**src/rtl/adc_spi_responder.sv**
```systemverilog
// MCP3202-style SPI ADC responder: decodes start/SGL/ODD/MSBF, returns null bit then the 12-bit sample.
// Pin edges reach the FSM after SYNC_STAGES+1 clk; miso updates on the clk the synced SCK fall registers.
module adc_spi_responder #(
   parameter int DATA_W      = 12,
   parameter int SYNC_STAGES = 2
) (
   input  logic              clk,
   input  logic              rst,
   input  logic              sck,
   input  logic              cs,
   input  logic              mosi,
   input  logic [DATA_W-1:0] ch0_sample,
   input  logic [DATA_W-1:0] ch1_sample,
   output logic              miso,
   output logic              miso_oe,
   output logic              cfg_sgl,
   output logic              cfg_odd,
   output logic              cfg_msbf,
   output logic              cfg_valid,
   output logic              frame_done,
   output logic              frame_error
);

   localparam int IDX_W = $clog2(DATA_W);

   localparam logic [2:0] S_IDLE       = 3'd0;
   localparam logic [2:0] S_WAIT_START = 3'd1;
   localparam logic [2:0] S_CONFIG     = 3'd2;
   localparam logic [2:0] S_NULL_BIT   = 3'd3;
   localparam logic [2:0] S_DATA_MSB   = 3'd4;
   localparam logic [2:0] S_DATA_LSB   = 3'd5;
   localparam logic [2:0] S_TRAIL      = 3'd6;

   logic [SYNC_STAGES-1:0] sck_sync, cs_sync, mosi_sync;
   logic                   sck_d;
   logic                   sck_s, cs_s, mosi_s;
   logic                   sck_rise, sck_fall;

   logic [2:0]        state;
   logic [1:0]        bit_cnt;
   logic [IDX_W-1:0]  idx;
   logic              last_bit;
   logic              rise_seen;
   logic              cmd_sgl, cmd_odd;
   logic [DATA_W-1:0] shift_reg;
   logic [DATA_W:0]   diff;
   logic [DATA_W-1:0] sample_sel;

   // cs resets to the deasserted level so a reset never looks like a frame start
   always_ff @(posedge clk) begin
      if (rst) begin
         sck_sync  <= '0;
         cs_sync   <= '1;
         mosi_sync <= '0;
         sck_d     <= 1'b0;
      end else begin
         sck_sync  <= {sck_sync[SYNC_STAGES-2:0], sck};
         cs_sync   <= {cs_sync[SYNC_STAGES-2:0], cs};
         mosi_sync <= {mosi_sync[SYNC_STAGES-2:0], mosi};
         sck_d     <= sck_s;
      end
   end

   assign sck_s    = sck_sync[SYNC_STAGES-1];
   assign cs_s     = cs_sync[SYNC_STAGES-1];
   assign mosi_s   = mosi_sync[SYNC_STAGES-1];
   assign sck_rise = sck_s & ~sck_d;
   assign sck_fall = ~sck_s & sck_d;

   // Differential modes use a one-bit-wider subtraction; a borrow clamps to zero
   always_comb begin
      diff = cmd_odd ? ({1'b0, ch1_sample} - {1'b0, ch0_sample})
                     : ({1'b0, ch0_sample} - {1'b0, ch1_sample});
      if (cmd_sgl)
         sample_sel = cmd_odd ? ch1_sample : ch0_sample;
      else if (diff[DATA_W])
         sample_sel = '0;
      else
         sample_sel = diff[DATA_W-1:0];
   end

   always_ff @(posedge clk) begin
      if (rst) begin
         state       <= S_IDLE;
         bit_cnt     <= '0;
         idx         <= '0;
         last_bit    <= 1'b0;
         rise_seen   <= 1'b0;
         cmd_sgl     <= 1'b0;
         cmd_odd     <= 1'b0;
         shift_reg   <= '0;
         miso        <= 1'b0;
         miso_oe     <= 1'b0;
         cfg_sgl     <= 1'b0;
         cfg_odd     <= 1'b0;
         cfg_msbf    <= 1'b0;
         cfg_valid   <= 1'b0;
         frame_done  <= 1'b0;
         frame_error <= 1'b0;
      end else begin
         cfg_valid   <= 1'b0;
         frame_done  <= 1'b0;
         frame_error <= 1'b0;
         if (state != S_IDLE && cs_s) begin
            state   <= S_IDLE;
            miso    <= 1'b0;
            miso_oe <= 1'b0;
            if ((state == S_WAIT_START && rise_seen) || state == S_CONFIG ||
                state == S_NULL_BIT || state == S_DATA_MSB || state == S_DATA_LSB)
               frame_error <= 1'b1;
         end else begin
            case (state)
               S_IDLE: begin
                  miso    <= 1'b0;
                  miso_oe <= 1'b0;
                  if (!cs_s) begin
                     state     <= S_WAIT_START;
                     rise_seen <= 1'b0;
                  end
               end
               S_WAIT_START: begin
                  if (sck_rise) begin
                     rise_seen <= 1'b1;
                     if (mosi_s) begin
                        state   <= S_CONFIG;
                        bit_cnt <= '0;
                     end
                  end
               end
               S_CONFIG: begin
                  if (sck_rise) begin
                     bit_cnt <= bit_cnt + 2'd1;
                     case (bit_cnt)
                        2'd0:    cmd_sgl <= mosi_s;
                        2'd1:    cmd_odd <= mosi_s;
                        default: begin
                           cfg_sgl   <= cmd_sgl;
                           cfg_odd   <= cmd_odd;
                           cfg_msbf  <= mosi_s;
                           cfg_valid <= 1'b1;
                           shift_reg <= sample_sel;
                           state     <= S_NULL_BIT;
                        end
                     endcase
                  end
               end
               S_NULL_BIT: begin
                  if (sck_fall) begin
                     miso     <= 1'b0;
                     miso_oe  <= 1'b1;
                     idx      <= IDX_W'(DATA_W - 1);
                     last_bit <= 1'b0;
                     state    <= S_DATA_MSB;
                  end
               end
               S_DATA_MSB: begin
                  if (sck_fall) begin
                     if (last_bit) begin
                        if (cfg_msbf) begin
                           miso       <= 1'b0;
                           frame_done <= 1'b1;
                           state      <= S_TRAIL;
                        end else begin
                           // B0 is not repeated: the LSB-first tail starts at B1
                           miso     <= shift_reg[1];
                           idx      <= IDX_W'(2);
                           last_bit <= 1'b0;
                           state    <= S_DATA_LSB;
                        end
                     end else begin
                        miso <= shift_reg[idx];
                        if (idx == '0)
                           last_bit <= 1'b1;
                        else
                           idx <= idx - 1'b1;
                     end
                  end
               end
               S_DATA_LSB: begin
                  if (sck_fall) begin
                     if (last_bit) begin
                        miso       <= 1'b0;
                        frame_done <= 1'b1;
                        state      <= S_TRAIL;
                     end else begin
                        miso <= shift_reg[idx];
                        if (idx == IDX_W'(DATA_W - 1))
                           last_bit <= 1'b1;
                        else
                           idx <= idx + 1'b1;
                     end
                  end
               end
               S_TRAIL: begin
                  miso    <= 1'b0;
                  miso_oe <= 1'b1;
               end
               default: state <= S_IDLE;
            endcase
         end
      end
   end

endmodule

```
**config.mk**
```make
export PLATFORM = sky130hd
export DESIGN_NAME = adc_spi_responder
export DESIGN_NICKNAME = d
export VERILOG_FILES = /design/src/rtl/adc_spi_responder.sv
export SDC_FILE = /design/constraint.sdc
export NUM_CORES = 1
export LEC_CHECK = 0
export CAP_MARGIN = 20
export CORE_AREA = 2 2 83 85
export DETAILED_ROUTE_END_ITERATION = 7
export DIE_AREA = 0 0 85 87
export GPL_TIMING_DRIVEN = 0
export PLACE_DENSITY = 0.85
export SYNTH_ARGS = -nofsm -noshare
export SYNTH_HDL_FRONTEND = slang
export SYNTH_SLANG_ARGS = --single-unit
```
**constraint.sdc**
```tcl
create_clock -name clk -period 2.1 [get_ports clk]
set_input_delay 0.42 -clock clk [delete_from_list [all_inputs] [get_ports clk]]
set_output_delay 0.42 -clock clk [all_outputs]
set_load 0.02 [all_outputs]
```
Word-level counts from Yosys, hierarchy flattened
Cells that the tools add are included.
W data, S select, Z words.
Storage, ports and cells
  register bits: 40
  word-level logic and storage cells: 145
  input port bits: 29
  output and inout port bits: 8
Operators by class
  add/subtract/negate cells: 5
  bitwise gates (word level): 9
  eq/ne operators: 22
  magnitude comparators: 1
  reductions and logical operators: 30
  mux-type cells: 58
Operators by type and width (number)
  $mux W12: 3
  $mux W4: 8
  $mux W3: 10
  $sub A12 B12 Y13: 2
  $ne A2 B2 Y1 const B: 12
  $mux W1: 23
  $pmux W3 S7: 1
  $reduce_and A4 Y1: 5
  $mux W13: 1
  $pmux W4 S3: 1
  $reduce_and A11 Y1: 1
  $reduce_and A5 Y1: 2
  $eq A3 B3 Y1 const B: 3
  $reduce_and A9 Y1: 1
  $reduce_bool A3 Y1: 3
  $mux W2: 4
  $reduce_or A2 Y1: 4
  $not A1 Y1: 7
  $eq A3 B2 Y1 const B: 2
  $ne A3 B3 Y1 const B: 2
  $pmux W1 S3: 2
  $lt A4 B5 Y1 const B: 1
  $add A4 B1 Y4 const B: 1
  $bmux W1 S4: 1
  18 further kinds: 25

Longest topological paths before layout
  depth after elaboration: 7
  mapped depth: 10

Worst setup path before layout
No wires, ideal clock.
  path type: input -> register
  from: input ch0_sample[0]
  to: register shift_reg[4]
  stages: 10
  setup slack: -0.126 ns
  arrival: 2.140 ns
  cells stage by stage: inv_1 -> ha_1 -> inv_1 -> fa_1 -> nand3_1 -> a211oi_2 -> a211oi_2 -> o41ai_4 -> a22oi_1 -> a211oi_1
Between the ends
  word-level cells in the longest chain between the ends: 4
  elaborated cells between the ends (all ways): 5
  those cells by class: add/sub: 2; mux: 3
RTL lines
  start: declaration: RTL line 12  | input logic [DATA_W-1:0] ch0_sample,
  $sub A12 B12 Y13, on equally long branches: RTL line 73, 72
  $mux W13 (*): RTL line 72  | diff = cmd_odd ? ({1'b0, ch1_sample} - {1'b0, ch0_sample})
  $mux W12 (*): RTL line 76  | else if (diff[DATA_W])
  $mux W12 (*): RTL line 74  | if (cmd_sgl)
  end signal: assignment: RTL line 141  | shift_reg <= sample_sel;
  end: declaration: RTL line 45  | logic [DATA_W-1:0] shift_reg;
Every way passes the cells marked *; elsewhere a longest branch is shown, timed or not.
A chain may end at the register's enable or synchronous reset.

Worst setup path after layout
  from: input ch0_sample[11]
  to: register shift_reg[5]
The elaborated chain is that of the path after synthesis.

==> metrics.md <==
| Metric | Value |
|---|---|
| Initial antenna violation count | 0 |
| Most frequent cell after synthesis | dfxtp_1 |
| Via count | about 3800 |
| Area delta synth->final | 41.0% |
| Initial Util | 49.9% |
| Routed vias/inst | 6.41 |
| Sinks on Clock Net | 40 |
| Post-placement cell count | about 550 |
| First-pass GRT wire length | approximately 17000 um |
| Final WS setup | -0.135 ns |
| Worst R2R Start | cmd_odd$_SDFFE_PP0P_ |
| Post-route cell area | approximately 4600 um^2 |
| Avg WL per Cell | around 19 um |
| Post-synthesis simple-gate area fraction | 20.8% |
| Multi-input combinational cell area | around 2600 um^2 |
| Die width | between 80 and 90 um |
| Worst-skew pair later-pin latency | roughly 0.30 ns |
| Die Y | 87 um |
| Routed WL | about 11000 um |
| Final worst clock skew | roughly 0.0080 ns |
| Htree depth | 2 |
| CTS Hold Bufs | 0 |
| Largest net degree at the start of global routing | 15 |
| Synth area leaders | dfxtp_1, ha_1, a21oi_1 |
| CP Launch Point | ch0_sample[11] |
| Placement row count | 30 |
| Final ANT Viol Nets | 0 |
| FF+latch count, synth | 40 |
| Status | finished with violations |
| Synth async-reset ratio | 0% |
| Max_cap viols | 0 |
| Filler Cells Inserted | around 450 |
| Vias in the first global route | roughly 3500 |
| GR Util All Layers | a little over a quarter |
| Syn Area/Cell | around 7.6 um^2 |
| Synth unique cells | 57 |
| Reg clk slew, reported paths | ~0.09 ns |
| Slew HR | between 50% and 60% |
| Starting DRT DRC Count | around 340 |
| HP Class | register to register |
| Fraction of layout cells with a size suffix above 1 | approximately 34% |
| Hold depth | 1 |
| Adder-cell area share of the yosys netlist | approximately an eighth |
| Predominant post-synthesis flop cell | dfxtp_1 |
| DRC viols | 0 |
| Count of final hold-check violations | 0 |
| Synth top area share | about a quarter |
| # IOs | 37 |
| PD cells | about 470 nW/um^2 |
| CP endpoint kind | register |
| Sequential fraction of the synthesis area | 24.4% |
| Startpoint Class | input port |
| Pre-antenna DRT Iters | 6 |
| Cell Area, Synth | between 3000 and 4000 um^2 |
| Slowest CP cell | clkdlybuf4s50_1 |
| Fmax achieved | between 400 and 500 MHz |
| Commonest cells in the netlist | dfxtp_1, nand2_1, inv_1 |
| XOR/XNOR Fraction of Synth Area | ~2.7% |
| Warnings, synthesis | 0 |
| CP Buf/Inv Count | 3 |
| Min Clock Period, post-route | 2.24 ns |
| CP delay by family, top | compound AO/OA/AOI/OAI gates |
| CTS tree | yes |
| Fin crit share | 106% |
| Register area | 803 um^2 |
| Peak supply drop | 0.000485 V |
| Die area | about 7400 um^2 |
| RSZ-0062 raised after global routing | true |
| Largest register FFs | 12 |
| Mux cell area share after synthesis | roughly 5.2% |
| Syn nets | approximately 500 |
| Kind of critical path | input port to register |
| Clk root buf | clkbuf_8 |
| Worst Tran Pin Value | just over 0.7 ns |
| Core Area | ~6600 um^2 |
| CTS max path bufs | 2 |
| Static leakage | 1.83 nW |
| Largest family of logic cells by synthesized area | compound AO/OA/AOI/OAI gates |
| Port-buffer cells | 36 |
| WP data arrival | approximately 2.5 ns |
| GRT Residual Overflow | 0 |
| Final setup fails | 9 |
| Critical path depth | 8 |
| Failing checks | setup timing |
| Reg2Reg Depth | 6 |
| Core Util, Final | 70.4% |
| Synth area leader | dfxtp_1 |
| Worst path max stage delay | between 0.4 and 0.5 ns |
| Post-Place Cell Area | 3760 um^2 |
| Layout Cells excl Fill | 588 |
| Synth Area in Compound Gates | approximately a quarter |
| CP Max Fanout | 5 |
| Min-delay src | sck_sync[0]$_SDFF_PP0_ |
| GP Congestion | between 0.9 and 1 |
| Critical path, cell by cell | clkdlybuf4s50_1 -> inv_1 -> ha_4 -> nand2b_1 -> o41ai_4 -> buf_6 -> a22oi_1 -> a211oi_1 |
| Worst endpoint required time | about 2.3 ns |
| Num CTS Buffers | 5 |
| Detailed Place HPWL | 6420 um |
| Number of synthesized flops with an enable pin | 0 |
| Antenna fix cells | 0 |
| Final slew viol count | 0 |
| Layout Nets | 566 |
| Synth Instances | 430 |
## kinds of logic (layout without fill, tap and decap cells)
kind of cell | count (synthesis) | in the layout
adder cells (fa/ha/maj) | 30 | 30
AND/OR/NAND/NOR | 139 | 139
AO/OA/AOI/OAI | 129 | 129
buffers and inverters | 69 | 147
multiplexers | 13 | 13
XOR/XNOR | 10 | 10
flip-flops | 40 | 40
## routing by layer
layer | global-route usage [%] | vias to the layer above | wire length [um]
met3 | 3.51 | 89 | 740
met5 | 0 | - | 0
met1 | 31.1 | 1740 | 4200
li1 | - | 1688 | -
met2 | 50.1 | 251 | 5520
met4 | 13.1 | 0 | 658
## through the flow
step | power [mW] | hold slack (ns) | setup TNS [ns] | setup slack (ns)
5_1_grt | 2.23 | 0.462 | -1.09 | -0.163
3_3_place_gp | 1.23 | 0.396 | -10.23 | -0.909
4_1_cts | 2.05 | 0.442 | -0.410 | -0.0836
6_report | 2.17 | 0.442 | -0.663 | -0.135
2_1_floorplan | 1.10 | 0.389 | 0 | 0.00929
3_5_place_dp | 1.24 | 0.422 | -11.22 | -0.939
## worst reg2reg max path, stage by stage (launching register included)
cell,delay (ns)
dfxtp_1,0.33
buf_2,0.23
buf_1,0.47
clkbuf_2,0.36
o21ai_0,0.25
a221oi_4,0.29
nor3_1,0.08
## placed cells by master (no fill, tap or decap), drive strengths merged, types with 14 or more instances in the layout
cell type and n:
nand2 39, buf 61, dfxtp 40, a211oi 14, nor2 35, nor3 16, ha 28, a21oi 35
inv 40, o21ai 31, clkbuf 21
## what timing repair did
action / in CTS / in global routing
gates resized for setup: 125 / 74
pin swaps: 29 / 29
setup endpoints to repair: 19 / 23
setup buffers: 36 / 6
gates cloned: 1 / 0
## cell type report
class                   count  area share (%)
plain buffers              24            3.35
clock buffers               5            1.49
clock inverters             3            1.00
inverters                  39            3.22
multi-input cells         321            57.2
flip-flops and latches     40            17.4
well taps                  80            2.16
repair buffers             76            14.2
## final timing paths
kind         slack (ns)                   endpoint
max               -0.14  shift_reg[5]$_SDFFE_PP0P_
min                0.44     sck_sync[1]$_SDFF_PP0_
max reg2reg       -0.04  shift_reg[8]$_SDFFE_PP0P_
min reg2reg        0.44     sck_sync[1]$_SDFF_PP0_
## report_power, final
part	total (mW)	leakage, nW	internal, mW	switching (mW)
combinational	0.737	1.45	0.337	0.399
clock	0.654	0.0548	0.358	0.296
sequential	0.776	0.325	0.766	0.00996
total	2.17	1.83	1.46	0.705
Power figures use the tool's default switching activity.
==> edit 1: new RTL, config.mk and constraints unchanged <==
One comparison of `idx` changes from == to >=.
--- a/src/rtl/adc_spi_responder.sv
+++ b/src/rtl/adc_spi_responder.sv
@@ -185,5 +185,5 @@
                      end else begin
                         miso <= shift_reg[idx];
-                        if (idx == IDX_W'(DATA_W - 1))
+                        if (idx >= IDX_W'(DATA_W - 1))
                            last_bit <= 1'b1;
                         else
Function: same outputs for any inputs over 10 cycles, from zero or initial values and one cycle with rst high; that may be too few to reach the edited logic, so the function may still have changed.
==> edit 1 against the unedited design <==
  * The run still ends with negative setup slack left
  * Critical path depth did not move
  * Combinational power is 12% lower
  * Final area down 5.1%
  * Non-clock buffer count is 17 lower
  * Synthesized cell count fell by 0.23%
  * Final cell count decreased by 2.0%
  * Die area is the same
  * Area after synthesis decreased by 0.72%
  * Wire length decreased by 9.8%
  * Setup slack gained 0.13 ns
  * Sequential cell count stayed put
  * Largest cell class unchanged
  * Largest power group unchanged
  * Register-to-register slack better by 0.16 ns
  * Power decreased by 4.3%
  * Hold slack got worse by 0.034 ns
==> edit 1: results (changes against the unedited design) <==
Status -> finished, violations left (unchanged)
Failing checks -> negative setup slack (unchanged)
Top post-synthesis cells by count -> nand2_1 (54), a21oi_1 (43), dfxtp_1 (40), inv_1 (40), o21ai_0 (33) (was dfxtp_1 (40), nand2_1 (39), inv_1 (38))
Setup TNS -> -0.008766 ns (was -0.6628 ns)
Clk_skew -> 0.007589 ns (was 0.008023 ns)
Wire length on met1 -> 3.848 mm (was 4.199 mm)
Cell total after placement -> 544 (was 546)
Vias in the first global route -> 3332 (was 3513)
Nets -> 554 (was 566)
Setup violators final -> 1 (was 9)
Layout cells sized above 1 -> 28.83% (was 34.45%)
Ys Warns -> 0 (unchanged)
Routed length on met3 -> 753 um (was 740 um)
Sequential share of the synthesized area -> 24.59% (was 24.41%)
Routed len/inst -> 17.42 um (was 18.91 um)
FILL cells -> 484 (was 448)
Routed length on met2 -> 5.079 mm (was 5.520 mm)
First-pass GRT wire length -> 15.38 mm (was 16.52 mm)
Gr usage total -> 25.25% (was 27.28%)
WP data arrival -> 2.33 ns (was 2.45 ns)
Worst slew margin -> 57.73% (was 52.80%)
Post-Syn Nets -> 488 (was 489)
Initial DRC count -> 325 (was 338)
First-pass DRT Iterations -> 5 (was 6)
Pre-CTS setup slack -> -0.7879 ns (was -0.9394 ns)
Vias per cell -> 6.214 (was 6.408)
Main area contributors after synthesis -> dfxtp_1 (25%), ha_1 (11%), a21oi_1 (6.6%) (was dfxtp_1 (24%), ha_1 (11%), a21oi_1 (5.3%))
Port Buf Inserts -> 35 (was 36)
Worst setup margin -> -0.008766 ns (was -0.1351 ns)
Post-Syn Instances -> 429 (was 430)
Leak Pwr -> 1.676 nW (was 1.833 nW)
Synth cell types -> 63 (was 57)
Placer congestion estimate -> 0.9544 (was 0.9846)
HPWL Detailed -> 6.242 mm (was 6.416 mm)
Max rail drop VDD -> 0.0004192 V (was 0.0004851 V)
Final Non-Filler Cells -> 576 (was 588)
==> edit 1: worst max-delay path, stage by stage <==
cell and delay, ns:
clkdlybuf4s50_1 0.49, inv_1 0.08, ha_4 0.29, o21ai_1 0.11
a221oi_2 0.38, buf_4 0.23, o21ai_2 0.07, a311oi_2 0.25
==> edit 1: worst paths after layout <==
| kind | from | endpoint | slack, ns | cells past startpoint |
|---|---|---|---|---|
| worst max-delay path | ch0_sample[11] | shift_reg[3] | -0.009 | 8 |
| worst min-delay path | cs_sync[0] | cs_sync[1] | 0.41 | 1 |
| worst max register to register | cmd_odd | shift_reg[2] | 0.12 | 7 |
| worst min register to register | cs_sync[0] | cs_sync[1] | 0.41 | 1 |
==> edit 1: kinds of logic after synthesis <==
family          after synthesis  synth area share (%)
buf+inv                      64                 8.337
simple gates                143                 21.13
xor+xnor                      6                 1.614
compound gates              135                 27.74
mux                          11                 4.610
flops                        40                 24.59
fa+ha+maj                    30                 11.99
==> edit 1: area by class of cell <==
type	count	share of cell area (%)
inverter	40	3.421
buffer	21	2.737
clock inverter	3	1.055
clock buffer	5	1.568
timing repair buffer	62	11.15
sequential	40	18.27
multi-input combinational	325	59.52
tap	80	2.281
==> edit 1: through the flow <==
stage               cell area, um2  util [%]
finish                        4389     66.82
CTS                           4178     63.60
floorplan                     3269         -
global placement              3720     56.63
global route                  4389     66.82
detailed placement            3720     56.63
==> edit 1: per-layer routing <==
| layer | vias up | track usage, % |
|---|---|---|
| met5 | - | 0 |
| met4 | 0 | 9.091 |
| met3 | 49 | 3.981 |
| met2 | 199 | 46.16 |
| met1 | 1672 | 29.80 |
| li1 | 1659 | - |
==> edit 1: where the power goes <==
part / total, mW / switching, mW / internal [mW]
registers: 0.772 / 0.00670 / 0.765
logic: 0.645 / 0.355 / 0.291
clock network: 0.656 / 0.297 / 0.358
==> edit 1: repair_timing <==
action / CTS / global route
pin swaps: 32 / 29
setup buffers: 14 / 11
hold buffers: 0 / 0
setup endpoints to repair: 12 / 20
gates cloned: 2 / 0
gates resized for setup: 91 / 67
==> edit 2: new RTL, same settings <==
Without the edit above. The parameter `DATA_W` goes from 12 to 8.
--- a/src/rtl/adc_spi_responder.sv
+++ b/src/rtl/adc_spi_responder.sv
@@ -2,5 +2,5 @@
 // Pin edges reach the FSM after SYNC_STAGES+1 clk; miso updates on the clk the synced SCK fall registers.
 module adc_spi_responder #(
-   parameter int DATA_W      = 12,
+   parameter int DATA_W      = 8,
    parameter int SYNC_STAGES = 2
 ) (
Interface: changed (resized ch0_sample and ch1_sample); port bits go from 37 to 29. No check against the original RTL was run, so the function may have changed too.
==> edit 2 against the unedited design <==
  * The run still ends with negative setup slack left
  * Count of clock-buffer cells in the layout rose by 1
  * Power fell by 15%
  * Fmax rose by 5.6%
  * Wire length shrank 42%
  * Die area is the same
  * Area after synthesis decreased by 25%
  * Via count is 36% lower
  * Largest cell class unchanged
  * Global-route usage down 10 points
  * Sequential cell count down 5
  * Sequential share of layout area increased by 3.8 points
  * Setup slack improved by 0.12 ns
  * Final area decreased by 28%
==> edit 2: results (changes against the unedited design) <==
Pre-CTS setup slack -> -0.8872 ns (was -0.9394 ns)
Status -> finished, violations left (unchanged)
Gr usage total -> 17.30% (was 27.28%)
Routed length on met2 -> 3.052 mm (was 5.520 mm)
Layout cells sized above 1 -> 23.74% (was 34.45%)
Final Non-Filler Cells -> 438 (was 588)
First-pass GRT wire length -> 10.56 mm (was 16.52 mm)
GR met3 Demand/Resource -> 2.844% (was 3.507%)
Clk pwr share -> 34.0% (was 30.2%)
Sequential share of the synthesized area -> 28.57% (was 24.41%)
WP data arrival -> 2.28 ns (was 2.45 ns)
Max reg flops -> 8 (was 12)
Largest net degree at the start of global routing -> 12 (was 15)
Post-Syn Nets -> 354 (was 489)
Routed len/inst -> 14.60 um (was 18.91 um)
Vias per cell -> 5.482 (was 6.408)
Nets -> 404 (was 566)
Synth Area in Compound Gates -> 21.12% (was 26.35%)
Slowest cell on the critical path -> fa_2 (was clkdlybuf4s50_1)
Worst Hold End -> cs_sync[1] (was sck_sync[1])
Adder-cell area share of the yosys netlist -> 13.88% (was 11.90%)
Worst setup margin -> -0.01714 ns (was -0.1351 ns)
Cell total after placement -> 415 (was 546)
Hold Startpoint -> cs_sync[0] (was sck_sync[0])
Placer congestion estimate -> 0.9303 (was 0.9846)
R2R cell count -> 5 (was 6)
Met1 usage -> 21.35% (was 31.12%)
XOR/XNOR share of the synthesized area -> 2.143% (was 2.670%)
Worst R2R Setup Slack -> 0.10 ns (was -0.04 ns)
Vias in the first global route -> 2347 (was 3513)
Clk_skew -> 0.009123 ns (was 0.008023 ns)
Setup TNS -> -0.02703 ns (was -0.6628 ns)
Tightest Pin Transition -> 0.7154 ns (was 0.7080 ns)
Setup violators final -> 2 (was 9)
Placement-stage cell area -> 0.002870 mm2 (was 0.003765 mm2)
Routed length on met3 -> 265 um (was 740 um)
Failing checks -> negative setup slack (unchanged)
Resized Gates After CTS -> 48 (was 125)
Leak Pwr -> 1.318 nW (was 1.833 nW)
Initial DRC count -> 171 (was 338)
Main area contributors after synthesis -> dfxtp_1 (29%), ha_1 (12%), nor2_1 (5.1%) (was dfxtp_1 (24%), ha_1 (11%), a21oi_1 (5.3%))
Synth cell types -> 51 (was 57)
CP startpoint -> ch1_sample[0] (was ch0_sample[11])
Post-synthesis mux area share -> 5.204% (was 5.225%)
-- edit 2: cell count changes in the layout (fill, tap and decap cells not counted), sizes merged, moves of 5 or more --
cell / unedited run / this run
dfxtp: 40 / 35
o21ai: 31 / 16
a21oi: 35 / 19
buf: 61 / 21
nand2: 39 / 31
nand3: 6 / 0
a211oi: 14 / 7
inv: 40 / 26
-- edit 2: power groups by stage --
stage          Combinational (mW)  Clock [mW]  Sequential (mW)
2_1_floorplan               0.292           0            0.707
3_3_place_gp                0.395           0            0.712
3_5_place_dp                0.409           0            0.711
4_1_cts                     0.468       0.640            0.697
5_1_grt                     0.571       0.668            0.699
6_report                    0.525       0.630            0.697
-- edit 2: cell type report --
| class | count | area (um2) |
|---|---|---|
| multi-input cells | 228 | 1812 |
| plain buffers | 16 | 70.07 |
| repair buffers | 44 | 402.9 |
| clock buffers | 6 | 82.58 |
| fillers | 582 | 3248 |
| inverters | 27 | 116.4 |
| flip-flops and latches | 35 | 701.9 |
| well taps | 80 | 100.1 |
| clock inverters | 2 | 35.03 |
